[src/rtl/param_accumulator_if.sv]
// Request/response bus of the multi-channel accumulator.
// The slave side is the accumulator; the master side issues requests and drains results.
interface param_accumulator_if #(
  parameter int IN_W   = 16,
  parameter int ACC_W  = 32,
  parameter int NUM_CH = 4
);
  localparam int CH_W = $clog2(NUM_CH);

  logic                    in_valid;
  logic                    in_ready;
  logic [CH_W-1:0]         in_ch;
  logic [1:0]              in_op;
  logic signed [IN_W-1:0]  in_data;

  logic                    out_valid;
  logic                    out_ready;
  logic [CH_W-1:0]         out_ch;
  logic signed [ACC_W-1:0] out_acc;
  logic                    out_ovf;

  modport master (
    output in_valid, in_ch, in_op, in_data, out_ready,
    input  in_ready, out_valid, out_ch, out_acc, out_ovf
  );

  modport slave (
    input  in_valid, in_ch, in_op, in_data, out_ready,
    output in_ready, out_valid, out_ch, out_acc, out_ovf
  );
endinterface

[src/rtl/param_accumulator.sv]
// NUM_CH independent signed accumulators with sticky overflow flags and a single
// registered result slot; one request per cycle, read-modify-write in the same cycle.
module param_accumulator #(
  parameter int IN_W   = 16,
  parameter int ACC_W  = 32,
  parameter int NUM_CH = 4,
  parameter int SAT_EN = 1
) (
  input  logic                  clk,
  input  logic                  rst,
  param_accumulator_if.slave    bus
);
  localparam int CH_W  = $clog2(NUM_CH);
  localparam int EXT_W = ACC_W + 1;

  typedef enum logic [1:0] {
    OP_READ = 2'b00,
    OP_ADD  = 2'b01,
    OP_SUB  = 2'b10,
    OP_CLR  = 2'b11
  } op_e;

  generate
    if (ACC_W < IN_W + 1) begin : g_bad_acc_w
      $error("param_accumulator: ACC_W must be at least IN_W+1");
    end
    if (NUM_CH < 2) begin : g_bad_num_ch
      $error("param_accumulator: NUM_CH must be at least 2");
    end
  endgenerate

  // The one guard bit disagrees with the accumulator sign bit exactly when the
  // extended result does not fit in ACC_W bits.
  function automatic logic is_ovf(input logic signed [EXT_W-1:0] v);
    return v[EXT_W-1] ^ v[EXT_W-2];
  endfunction

  function automatic logic signed [ACC_W-1:0] sat_wrap(input logic signed [EXT_W-1:0] v);
    logic signed [ACC_W-1:0] r;
    r = v[ACC_W-1:0];
    if ((SAT_EN != 0) && is_ovf(v)) begin
      r = v[EXT_W-1] ? {1'b1, {(ACC_W-1){1'b0}}} : {1'b0, {(ACC_W-1){1'b1}}};
    end
    return r;
  endfunction

  logic signed [ACC_W-1:0] acc_q [NUM_CH];
  logic signed [ACC_W-1:0] acc_d [NUM_CH];
  logic [NUM_CH-1:0]       ovf_q, ovf_d;

  logic                    out_valid_q, out_valid_d;
  logic [CH_W-1:0]         out_ch_q, out_ch_d;
  logic signed [ACC_W-1:0] out_acc_q, out_acc_d;
  logic                    out_ovf_q, out_ovf_d;

  logic                    accept;
  logic                    ch_ok;
  op_e                     op;
  logic signed [ACC_W-1:0] cur_acc;
  logic                    cur_ovf;
  logic signed [EXT_W-1:0] acc_ext;
  logic signed [EXT_W-1:0] opnd_ext;
  logic signed [EXT_W-1:0] sum_ext;
  logic signed [ACC_W-1:0] res_acc;
  logic                    res_ovf;

  assign bus.in_ready  = !out_valid_q || bus.out_ready;
  assign accept        = bus.in_valid && bus.in_ready;

  assign bus.out_valid = out_valid_q;
  assign bus.out_ch    = out_ch_q;
  assign bus.out_acc   = out_acc_q;
  assign bus.out_ovf   = out_ovf_q;

  // Channel codes past NUM_CH only exist when NUM_CH is not a power of two.
  generate
    if ((1 << CH_W) == NUM_CH) begin : g_pow2
      assign ch_ok = 1'b1;
    end else begin : g_npow2
      assign ch_ok = ({1'b0, bus.in_ch} < (CH_W+1)'(NUM_CH));
    end
  endgenerate

  always_comb begin
    op       = op_e'(bus.in_op);
    cur_acc  = ch_ok ? acc_q[bus.in_ch] : '0;
    cur_ovf  = ch_ok ? ovf_q[bus.in_ch] : 1'b0;
    acc_ext  = {cur_acc[ACC_W-1], cur_acc};
    opnd_ext = {{(EXT_W-IN_W){bus.in_data[IN_W-1]}}, bus.in_data};
    sum_ext  = (op == OP_SUB) ? (acc_ext - opnd_ext) : (acc_ext + opnd_ext);

    res_acc = cur_acc;
    res_ovf = cur_ovf;
    case (op)
      OP_ADD, OP_SUB: begin
        res_acc = sat_wrap(sum_ext);
        res_ovf = cur_ovf | is_ovf(sum_ext);
      end
      OP_CLR: begin
        res_acc = '0;
        res_ovf = 1'b0;
      end
      default: ;
    endcase
  end

  always_comb begin
    acc_d       = acc_q;
    ovf_d       = ovf_q;
    out_valid_d = out_valid_q && !bus.out_ready;
    out_ch_d    = out_ch_q;
    out_acc_d   = out_acc_q;
    out_ovf_d   = out_ovf_q;

    // Dropped channels are still accepted so they never stall the requester.
    if (accept && ch_ok) begin
      acc_d[bus.in_ch] = res_acc;
      ovf_d[bus.in_ch] = res_ovf;
      out_valid_d      = 1'b1;
      out_ch_d         = bus.in_ch;
      out_acc_d        = res_acc;
      out_ovf_d        = res_ovf;
    end
  end

  always_ff @(posedge clk) begin
    if (rst) begin
      for (int i = 0; i < NUM_CH; i++) begin
        acc_q[i] <= '0;
      end
      ovf_q       <= '0;
      out_valid_q <= 1'b0;
      out_ch_q    <= '0;
      out_acc_q   <= '0;
      out_ovf_q   <= 1'b0;
    end else begin
      acc_q       <= acc_d;
      ovf_q       <= ovf_d;
      out_valid_q <= out_valid_d;
      out_ch_q    <= out_ch_d;
      out_acc_q   <= out_acc_d;
      out_ovf_q   <= out_ovf_d;
    end
  end
endmodule

[src/flat_wrapper.sv]
// flat-port wrapper written by rule: the top's interface ports become plain ports
module param_accumulator_flat 
#(
  parameter int IN_W   = 16,
  parameter int ACC_W  = 32,
  parameter int NUM_CH = 4,
  parameter int SAT_EN = 1
)
  (clk, rst, bus_in_valid, bus_in_ch, bus_in_op, bus_in_data, bus_out_ready, bus_in_ready, bus_out_valid, bus_out_ch, bus_out_acc, bus_out_ovf);
  param_accumulator_if #(.IN_W(IN_W), .ACC_W(ACC_W), .NUM_CH(NUM_CH)) bus_i ();
  input  logic clk;
  input  logic rst;
  input wire logic [$bits(bus_i.in_valid)-1:0] bus_in_valid;
  input wire logic [$bits(bus_i.in_ch)-1:0] bus_in_ch;
  input wire logic [$bits(bus_i.in_op)-1:0] bus_in_op;
  input wire logic [$bits(bus_i.in_data)-1:0] bus_in_data;
  input wire logic [$bits(bus_i.out_ready)-1:0] bus_out_ready;
  output wire logic [$bits(bus_i.in_ready)-1:0] bus_in_ready;
  output wire logic [$bits(bus_i.out_valid)-1:0] bus_out_valid;
  output wire logic [$bits(bus_i.out_ch)-1:0] bus_out_ch;
  output wire logic [$bits(bus_i.out_acc)-1:0] bus_out_acc;
  output wire logic [$bits(bus_i.out_ovf)-1:0] bus_out_ovf;
  assign bus_i.in_valid = bus_in_valid;
  assign bus_i.in_ch = bus_in_ch;
  assign bus_i.in_op = bus_in_op;
  assign bus_i.in_data = bus_in_data;
  assign bus_i.out_ready = bus_out_ready;
  assign bus_in_ready = bus_i.in_ready;
  assign bus_out_valid = bus_i.out_valid;
  assign bus_out_ch = bus_i.out_ch;
  assign bus_out_acc = bus_i.out_acc;
  assign bus_out_ovf = bus_i.out_ovf;
  param_accumulator #(.IN_W(IN_W), .ACC_W(ACC_W), .NUM_CH(NUM_CH), .SAT_EN(SAT_EN)) u_core (.clk(clk), .rst(rst), .bus(bus_i));
endmodule
[config.mk]
export PLATFORM = sky130hd
export DESIGN_NAME = param_accumulator_flat
export DESIGN_NICKNAME = d
export VERILOG_FILES = /design/src/rtl/param_accumulator_if.sv /design/src/rtl/param_accumulator.sv /design/src/flat_wrapper.sv
export SDC_FILE = /design/constraint.sdc
export NUM_CORES = 1
export LEC_CHECK = 0
export CAP_MARGIN = 20
export CORE_MARGIN = 5
export CORE_UTILIZATION = 45
export CTS_CLUSTER_DIAMETER = 40
export DETAILED_ROUTE_END_ITERATION = 7
export PLACE_DENSITY = 0.66
export RECOVER_POWER = 100
export SYNTH_ARGS = -nofsm -noshare
export SYNTH_HDL_FRONTEND = slang
export SYNTH_SLANG_ARGS = --single-unit
[constraint.sdc]
create_clock -name clk -period 4.63 [get_ports clk]
set_clock_uncertainty 0.1 [all_clocks]
set_input_delay 0.6945 -clock clk [delete_from_list [all_inputs] [get_ports clk]]
set_output_delay 0.6945 -clock clk [all_outputs]
set_load 0.01 [all_outputs]
* Word level (Yosys, flattened, before mapping)
Index checks and enable logic that the tools add are counted.
** Operators by class
- Reduce and logical (&&, ||, !) cells :: 8
- Magnitude comparators :: 4
- Bitwise logic cells :: 3
- Equal/unequal tests :: 3
- Add/sub/neg operators :: 2
- Muxes and demuxes :: 17
** Operator list (number)
- $mux W32 :: 5
- $bwmux W128 :: 1
- $bmux W32 S2 :: 1
- $demux W32 S2 :: 1
- $pmux W32 S2 :: 1
- $add A32 B16 Y33 :: 1
- $mux W33 :: 1
- $sub A32 B16 Y33 :: 1
- $bwmux W4 :: 1
- $eq A2 B2 Y1 const B :: 2
- $logic_and A1 B1 Y1 :: 4
- $ge A3 B3 Y1 const B :: 1
- $lt A2 B3 Y1 const B :: 1
- $lt A3 B1 Y1 const B :: 1
- $mux W1 :: 3
- $not A2 Y3 :: 1
- $bmux W1 S2 :: 1
- $demux W1 S2 :: 1
- $eq A2 B1 Y1 const B :: 1
- $ge A2 B1 Y1 const B :: 1
- $logic_not A1 Y1 :: 2
- $pmux W1 S2 :: 1
- $reduce_or A2 Y1 :: 1
- $logic_or A1 B1 Y1 :: 1
- 2 further kinds :: 2
** Word-level totals
- Flip-flop bits (word level) :: 168
- Input bits :: 24
- Output and inout port bits :: 37

* Depth between registers and ports, before layout
Gate-level depths: netlist of run 1.
- Depth after elaboration :: 10
- Mapped depth :: 20

* Least setup slack after synthesis of run 1
OpenSTA, ideal clock, no wires.
- Path kind :: input -> register
- Start point :: input port bus_in_ch[0]
- End point :: register u_core.out_acc_q[21], in the netlist u_core.bus.out_acc[21]
- Buffers on the path :: 4
- Stages on the path :: 15
- Arrival time :: 4.496 ns
- Setup slack :: -0.099 ns
- Cell sequence :: buf_1 > clkbuf_1 > mux4_2 > ha_1 > clkbuf_1 > a211oi_1 > a21oi_1 > a211o_1 > nor2_1 > o211ai_1 > a21oi_1 > o22ai_1 > buf_2 > a311oi_2 > a21oi_1
** On the way
- Cells in the longest elaborated chain, start to end :: 9
- Elaborated cells between the ends (all ways) :: 11
- Those cells by class :: add/sub (2); mux (7); bitwise (2)
** Ends and longest elaborated chain
- start: declaration :: line flat_wrapper.sv:14 : input wire logic [$bits(bus_i.in_ch)-1:0] bus_in_ch;
- $not A2 Y3 (implied by the code) * :: line param_accumulator.sv:86 : cur_acc = ch_ok ? acc_q[bus.in_ch] : '0;
- $bmux W32 S2 * :: line param_accumulator.sv:86
- $mux W32 (implied by the code) * (2 in series) :: line param_accumulator.sv:86
- $add A32 B16 Y33 or $sub A32 B16 Y33 (tied branches) :: line param_accumulator.sv:90 : sum_ext = (op == OP_SUB) ? (acc_ext - opnd_ext) : (acc_ext + opnd_ext);
- $mux W33 :: line param_accumulator.sv:90
- $mux W32 or $xor A1 B1 Y1 (tied branches) :: line param_accumulator.sv:42, param_accumulator.sv:35
- $mux W32 :: line param_accumulator.sv:41 : if ((SAT_EN != 0) && is_ovf(v)) begin
- $pmux W32 S2 * :: line param_accumulator.sv:94 : case (op)
- end signal: assignment :: line param_accumulator.sv:141 : out_acc_q <= out_acc_d;
- end: declaration :: line param_accumulator.sv:53 : logic signed [ACC_W-1:0] out_acc_q, out_acc_d;
Every way passes the cells marked *; elsewhere a longest branch is shown, timed or not. The select of a mux whose other input is x is not followed.
A chain may end at the register's enable or synchronous reset.

* Worst setup path in the final report of run 1
- Start point :: input port bus_in_data[6]
- End point :: register u_core.ovf_q[3]
** On the way
- Cells in the longest elaborated chain, start to end :: 6
- Elaborated cells between the ends (all ways) :: 7
- Those cells by class :: add/sub (2); mux (3); bitwise (2)
** Ends and longest elaborated chain
- start: declaration :: line flat_wrapper.sv:16 : input wire logic [$bits(bus_i.in_data)-1:0] bus_in_data;
- $add A32 B16 Y33 or $sub A32 B16 Y33 (tied branches) :: line param_accumulator.sv:90
- $mux W33 * :: line param_accumulator.sv:90
- $xor A1 B1 Y1 * :: line param_accumulator.sv:35 : return v[EXT_W-1] ^ v[EXT_W-2];
- $or A1 B1 Y1 * :: line param_accumulator.sv:97 : res_ovf = cur_ovf | is_ovf(sum_ext);
- $pmux W1 S2 * :: line param_accumulator.sv:94
- $bwmux W4 * :: line param_accumulator.sv:118 : ovf_d[bus.in_ch] = res_ovf;
- end signal: assignment :: line param_accumulator.sv:138 : ovf_q <= ovf_d;
- end: declaration :: line param_accumulator.sv:49 : logic [NUM_CH-1:0] ovf_q, ovf_d;
Every way passes the cells marked *; elsewhere a longest branch is shown, timed or not.

==> metrics.md, run 1 <==
| Metric | Value |
|---|---|
| Top_reg_cell synth | dfxtp_1 |
| Worst path arrival time | 4.71 ns |
| Synth top area cells | dfxtp_1, a21oi_1, o21ai_0 |
| R2r endpoint | u_core.bus.out_acc[28] |
| Synth-to-Final Area Change | 31.1% |
| Switching share of power | 30.9% |
| Worst slew pin tran | 0.725 ns |
| Via Count | 8588 |
| All-Layer GR Usage | 22.3% |
| FF+latch area | 3360 um^2 |
| R2R cell count | 17 |
| Clock latency on the worst-skew pair | 0.43 ns |
| Netlist cell types | 57 |
| Synth warn | 0 |
| Wire length per cell | 17.8 um |
| Fin crit share | 97.0% |
| Final WL | 26500 um |
| Internal power | 2880 uW |
| Worst hold path type | flip-flop to flip-flop |
| Initial core utilization | 45.4% |
| Hold depth | 2 |
| Placed Instance Area | 11200 um^2 |
| Die W | 152 um |
| Initial DRC count | 597 |
| Setup crit start | bus_in_data[6] |
| Setup TNS | 0 ns |
| Required @ worst endpoint | 4.85 ns |
| FMAX | 0.223 GHz |
| Final Hold Vio Count | 0 |
| CTS root buf | clkbuf_16 |
| Fin area | 11900 um^2 |
| Grt total ovfl | 0 |
| Switch Pwr | 1290 uW |
| Max-Cap Viols | 0 |
| Status | finished, final reports clean |
| Mean Syn Cell Area | 8.84 um^2 |
| Peak supply drop | 0.270 mV |
| RSZ-0062 raised after global routing | true |
| Sequential share of the synthesized area | 37.0% |
| RD Place Congestion | 0.913 |
| N_diodes | 0 |
| Htree depth | 4 |
| I/O Buffers | 60 |
| Top-area cell type share of the netlist area | 37.0% |
| Max_slew headroom | 51.1% |
| Multi-input logic area | 5510 um^2 |
| Fraction of layout cells with a size suffix above 1 | 26.1% |
| Top Ports | 61 |
| Min-Delay Endpoint | u_core.bus.out_ch[0] |
| CTS tree | yes |
| WS Path Type | input port to flip-flop |
| Die height | 152 um |
| Worst R2R Start | u_core.acc_q[64] |
| Number of global-route vias before repair | 8415 |
| Clock power share | 32.3% |
| Nets | 1269 |
| Mapped Nets | 1091 |
| Worst setup SP type | input port |
| Area leader, netlist | dfxtp_1 |
| Leakage | 0.00485 uW |
| Number of flops mapped to enable cells by yosys | 0 |
| Drc violations | 0 |
| Power per cell area | 349 nW/um^2 |
| Crit path capture type | flip-flop |
| Bufs on Longest Clock Path | 2 |
| Synth Register Bits | 168 |
| Detailed Place HPWL | 18400 um |
| Cells after synthesis | 1029 |
| Total chip power | 4170 uW |
| Largest net degree at the start of global routing | 69 |
| Combinational Power Share | 29.7% |
| Total CTS buffers | 17 |
| Antenna violation net count after detailed routing | 0 |
| Worst min-delay path startpoint | u_core.bus.out_ch[0] |
| Asr flop ratio synth | 0% |
| Worst R2R Setup Slack | 0.92 ns |
| Synthesized cell area | 9100 um^2 |
| Layout filler cell count | 1809 |
| Max Slew Vio Count | 0 |
| Number of vias per cell | 5.76 |
| Min cycle time layout | 4.49 ns |
| Hold Buf Count CTS | 0 |
| Hold Slack | 0.366 ns |
| CP max FO | 5 |
| Seq pwr share | 38.0% |
| Initial DRT Pass Iterations | 5 |
| Num rows | 52 |
| CORE AREA | 20000 um^2 |
| First-pass GRT wire length | 43300 um |
| Final Setup Violations | 0 |
| Die area | 23200 um^2 |
| Initial antenna violation count | 0 |
| Clk pin slew, worst setup/hold paths | 0.06 ns |
| Clock sink count | 168 |
worst max-delay path by stage:
| stage | endpoint | slack [ns] | cells after the start |
|---|---|---|---|
| final | u_core.ovf_q[3] | 0.14 | 18 |
| after global routing | u_core.acc_q[126] | -0.03 | 20 |
| after CTS | u_core.ovf_q[3] | -0.003 | 20 |
| after detailed placement | u_core.ovf_q[0] | -0.50 | 20 |
| after global placement | u_core.bus.out_acc[10] | -0.49 | 23 |
| after floorplan | u_core.acc_q[62] | 0.06 | 19 |
registers in the layout, indices dropped and copies added (netlist names):
signal	flops
u_core.bus.out_ch	2
u_core.bus.out_ovf	1
u_core.acc_q	128
u_core.bus.out_valid	1
u_core.ovf_q	4
u_core.bus.out_acc	32
per-layer routing:
metal / routed length, um / track usage [%] / up-vias
met2: 12500 / 36.1 / 238
met5: 0 / 0 / -
li1: - / - / 4208
met4: 414 / 6.21 / 0
met1: 12500 / 31.6 / 4112
met3: 1070 / 2.73 / 30
synthesized netlist by cell type, types with 5 or more instances:
library cell / number
nand2_1: 33
ha_1: 37
nor3_1: 8
a21o_1: 7
xnor2_1: 24
a21oi_1: 201
a311oi_2: 25
o21ai_0: 181
clkbuf_1: 73
mux4_2: 33
dfxtp_1: 168
xor2_1: 17
inv_1: 20
nand3_1: 10
a221oi_1: 6
o211ai_1: 5
a211oi_1: 7
o21a_1: 5
nand4_1: 8
nor2_1: 40
a31oi_1: 16
buf_1: 7
buf_2: 7
and2_1: 31
nand2b_1: 7
power by group through the flow:
stage | sequential (uW) | combinational, uW | clock, uW
after global placement | 1610 | 1180 | 0
final | 1580 | 1240 | 1350
after global routing | 1590 | 1340 | 1430
after detailed placement | 1610 | 1200 | 0
after CTS | 1580 | 1220 | 1370
after floorplan | 1610 | 659 | 0
worst max-delay path: stages:
cell	delay (ns)
clkdlybuf4s50_1	0.45
nor3_2	0.22
nor3b_4	0.28
and2_4	0.19
nand2_1	0.06
ha_1	0.27
inv_1	0.03
o21ai_1	0.11
ha_1	0.25
a21o_1	0.18
nand3_1	0.10
a31oi_2	0.11
a221o_1	0.35
a21oi_4	0.18
o221ai_4	0.16
or4_4	0.57
a21o_4	0.24
a221oi_1	0.27
metrics by stage:
step	cells	worst slack, ns	util (%)
floorplan	1029	0.0650	-
global placement	1454	-0.489	55.9
detailed placement	1454	-0.504	55.9
CTS	1488	-0.00288	58.9
global route	1490	-0.0280	59.5
finish	1490	0.140	59.5
placed cells by master (no fill, tap or decap), types with 9 or more instances in the layout:
cell / count
xnor2_1: 24
ha_1: 37
buf_4: 177
a31oi_1: 15
dlygate4sd3_1: 39
a311oi_2: 25
xor2_1: 17
nand3_1: 9
and2_1: 29
mux4_2: 33
o21ai_0: 175
nor2_1: 38
nand2_1: 33
clkdlybuf4s50_1: 15
inv_1: 17
dfxtp_1: 168
a21oi_1: 194
clkbuf_16: 17
cells by family after synthesis:
group	Yosys count	synth area share (%)
compound gates	483	32.1
flops	168	37.0
simple gates	157	8.77
buf+inv	107	4.51
xor+xnor	41	3.95
fa+ha+maj	38	5.31
mux	35	8.40
repair_timing:
item                       in CTS  in global routing
gates cloned                    0                  0
setup endpoints to repair     154                165
pin swaps                       2                  9
buffers inserted                2                  2
gates resized for setup         7                 32
layout make-up:
type / count / share of cell area [%]
well taps: 270 / 2.83
flip-flops and latches: 168 / 28.2
repair buffers: 246 / 17.5
clock buffers: 23 / 3.84
inverters: 20 / 0.640
multi-input cells: 754 / 46.2
clock inverters: 9 / 0.776
Note: power is estimated with default switching activity, not from simulation.
==> run 2: changes to the inputs <==
Settings changed: CORE_MARGIN 5 to default, PLACE_DENSITY 0.66 to 0.69.
==> run 2 against run 1 <==
Non-clock buffer count rose by 13. First-iteration DRC count increased by 9.7%. Total power is 6.8% higher. Global-route usage is 4.2 points higher. Hold slack worse by 0.0043 ns. Clock power rose by 12%. Combinational power increased by 9.7%. Die area down 10%.
==> metrics.md, run 2 (synthesis results as in run 1) <==
| Metric | Value |
|---|---|
| Cells after DPL | 1442 (-0.83%) |
| Hold depth | 2 (unchanged) |
| CP max stage cell | clkdlybuf4s50_1 |
| Clock latency on the worst-skew pair | 0.44 ns (about the same) |
| Multi-input logic area | 5620 um^2 (+2.0%) |
| Number of vias per cell | 5.87 (+1.8%) |
| Largest net degree at the start of global routing | 77 (+12%) |
| Leakage | 0.00501 uW (+3.3%) |
| Synth-to-Final Area Change | 34.4% |
| Total chip power | 4450 uW (+6.8%) |
| Max-Cap Viols | 0 (unchanged) |
| Wire length per cell | 18.5 um (+4.2%) |
| Max_slew headroom | 43.3% (-7.8 points) |
| Htree depth | 4 (unchanged) |
| N_diodes | 0 (unchanged) |
| All-Layer GR Usage | 26.5% (+4.2 points) |
| Initial antenna violation count | 0 (unchanged) |
| Grt total ovfl | 0 (unchanged) |
| Total CTS buffers | 17 (unchanged) |
| Required @ worst endpoint | 4.84 ns (about the same) |
| Initial DRC count | 655 (+9.7%) |
| Biggest register | u_core.acc_q |
| Max FFs per register | 128 (unchanged) |
| CTS tree | yes |
| Worst R2R Setup Slack | 0.76 ns (-0.16 ns) |
| Power per cell area | 364 nW/um^2 (+4.1%) |
| Final Setup Violations | 0 (unchanged) |
| End-of-flow core utilization | 62.2% (+2.7 points) |
| R2R cell count | 17 (unchanged) |
| Initial DRT Pass Iterations | 5 (unchanged) |
| Fin area | 12200 um^2 (+2.6%) |
| Die height | 144 um (-5.3%) |
| Antenna violation net count after detailed routing | 0 (unchanged) |
| Clk pin slew, worst setup/hold paths | 0.07 ns (about the same) |
| Layout filler cell count | 1642 (-9.2%) |
| Worst slew pin tran | 0.850 ns (+0.125 ns) |
| Worst path arrival time | 4.69 ns (-0.02 ns) |
| I/O Buffers | 60 (unchanged) |
| Nets | 1282 (+1.0%) |
| Num rows | 51 (-1.9%) |
| CORE AREA | 19700 um^2 (-1.9%) |
| Min cycle time layout | 4.48 ns (-0.0119 ns) |
| Status | finished, final reports clean |
| Fraction of layout cells with a size suffix above 1 | 27.4% (+1.3 points) |
| RD Place Congestion | 0.946 (+3.7%) |
| Die W | 144 um (-5.3%) |
| First-pass GRT wire length | 42700 um (-1.5%) |
| CP cell instances | clkdlybuf4s50_1 > inv_1 > ha_4 > buf_6 > nor2_2 > buf_2 > a21oi_2 > ha_4 > buf_4 > nand4_1 > nor2_2 > nand2_1 > or3_1 > o221ai_4 > o22ai_4 > buf_12 > buf_4 > a311oi_4 > a21oi_1 |
| Fin crit share | 96.7% (-0.26 points) |
| Crit path capture type | flip-flop |
| Final Hold Vio Count | 0 (unchanged) |
| Worst hold path type | flip-flop to flip-flop |
| Placed Instance Area | 11100 um^2 (-0.75%) |
| Die area | 20800 um^2 (-10%) |
| Final WL | 27700 um (+4.8%) |
| Most frequent cells in the layout | a21oi_1, buf_4, o21ai_0, dfxtp_1, dlygate4sd3_1 |
| Final std cells w/o fill | 1498 (+0.54%) |
| Top Ports | 61 (unchanged) |
| FMAX | 0.223 GHz (+0.27%) |
| Clock sink count | 168 (unchanged) |
| Detailed Place HPWL | 18100 um (-1.8%) |
| Initial core utilization | 46.3% (+0.89 points) |
| FF+latch area | 3360 um^2 (unchanged) |
| Commonest non-fill, non-tap cell in the layout | a21oi_1 |
| Number of global-route vias before repair | 8379 (-0.43%) |
| Worst setup SP type | input port |
| Worst setup margin | 0.152 ns (+0.0119 ns) |
| CTS root buf | clkbuf_16 |
| Max Slew Vio Count | 0 (unchanged) |
| Peak supply drop | 0.280 mV (+3.8%) |
| Via Count | 8789 (+2.3%) |
| WS Path Type | input port to flip-flop |
| Worst slack, placed | -0.448 ns (+0.0559 ns) |
| Drc violations | 0 (unchanged) |
| Bufs on Longest Clock Path | 2 (unchanged) |
| Max incr delay on CP | 0.45 ns (-0.12 ns) |
| CP max FO | 11 (+6) |
==> run 2: routing by layer <==
metal	track usage (%)	wire [um]	vias to the layer above
met3	4.70	1500	56
met4	8.09	634	0
li1	-	-	4233
met1	36.9	12800	4195
met5	0	0	-
met2	41.6	12800	305
==> run 2: final cells by class <==
| cell class | instances | share of cell area, % |
|---|---|---|
| multi-input combinational | 754 | 45.9 |
| clock buffer | 18 | 3.51 |
| inverter | 20 | 0.624 |
| sequential | 168 | 27.5 |
| clock inverter | 14 | 1.51 |
| timing repair buffer | 259 | 18.2 |
| tap | 265 | 2.71 |
==> run 2: what timing repair did <==
item | in CTS | in global routing
endpoints found under the setup margin | 5 | 165
hold buffers | 0 | 0
cloned | 0 | 4
resized for setup | 2 | 53
setup buffers | 0 | 21
pin swaps | 0 | 22
==> run 2: power by group <==
part | total, uW | internal, uW | switching, uW
registers | 1580 | 1540 | 42.6
clock network | 1510 | 864 | 648
logic | 1360 | 644 | 713
total | 4450 | 3040 | 1400
==> run 2: path summary, 6_finish.rpt <==
kind / from / endpoint
setup / recovery: bus_in_op[0] / u_core.acc_q[39]
setup reg to reg: u_core.acc_q[32] / u_core.acc_q[115]
hold reg to reg: u_core.bus.out_ch[1] / u_core.bus.out_ch[1]
hold / removal: u_core.bus.out_ch[1] / u_core.bus.out_ch[1]
==> run 2: worst max-delay path: cells and delay by family <==
family | cells | cell delay, ns
AO/OA/AOI/OAI | 5 | 1.11
buffers and inverters | 7 | 1.38
AND/OR/NAND/NOR | 5 | 0.96
adder cells (fa/ha/maj) | 2 | 0.51
==> run 2: per-stage QoR <==
| stage | hold slack, ns | setup TNS (ns) |
|---|---|---|
| after global routing | 0.382 | -0.0864 |
| after global placement | 0.351 | -51.14 |
| after detailed placement | 0.355 | -64.54 |
| after floorplan | 0.375 | 0 |
| final | 0.362 | 0 |
| after CTS | 0.369 | 0 |
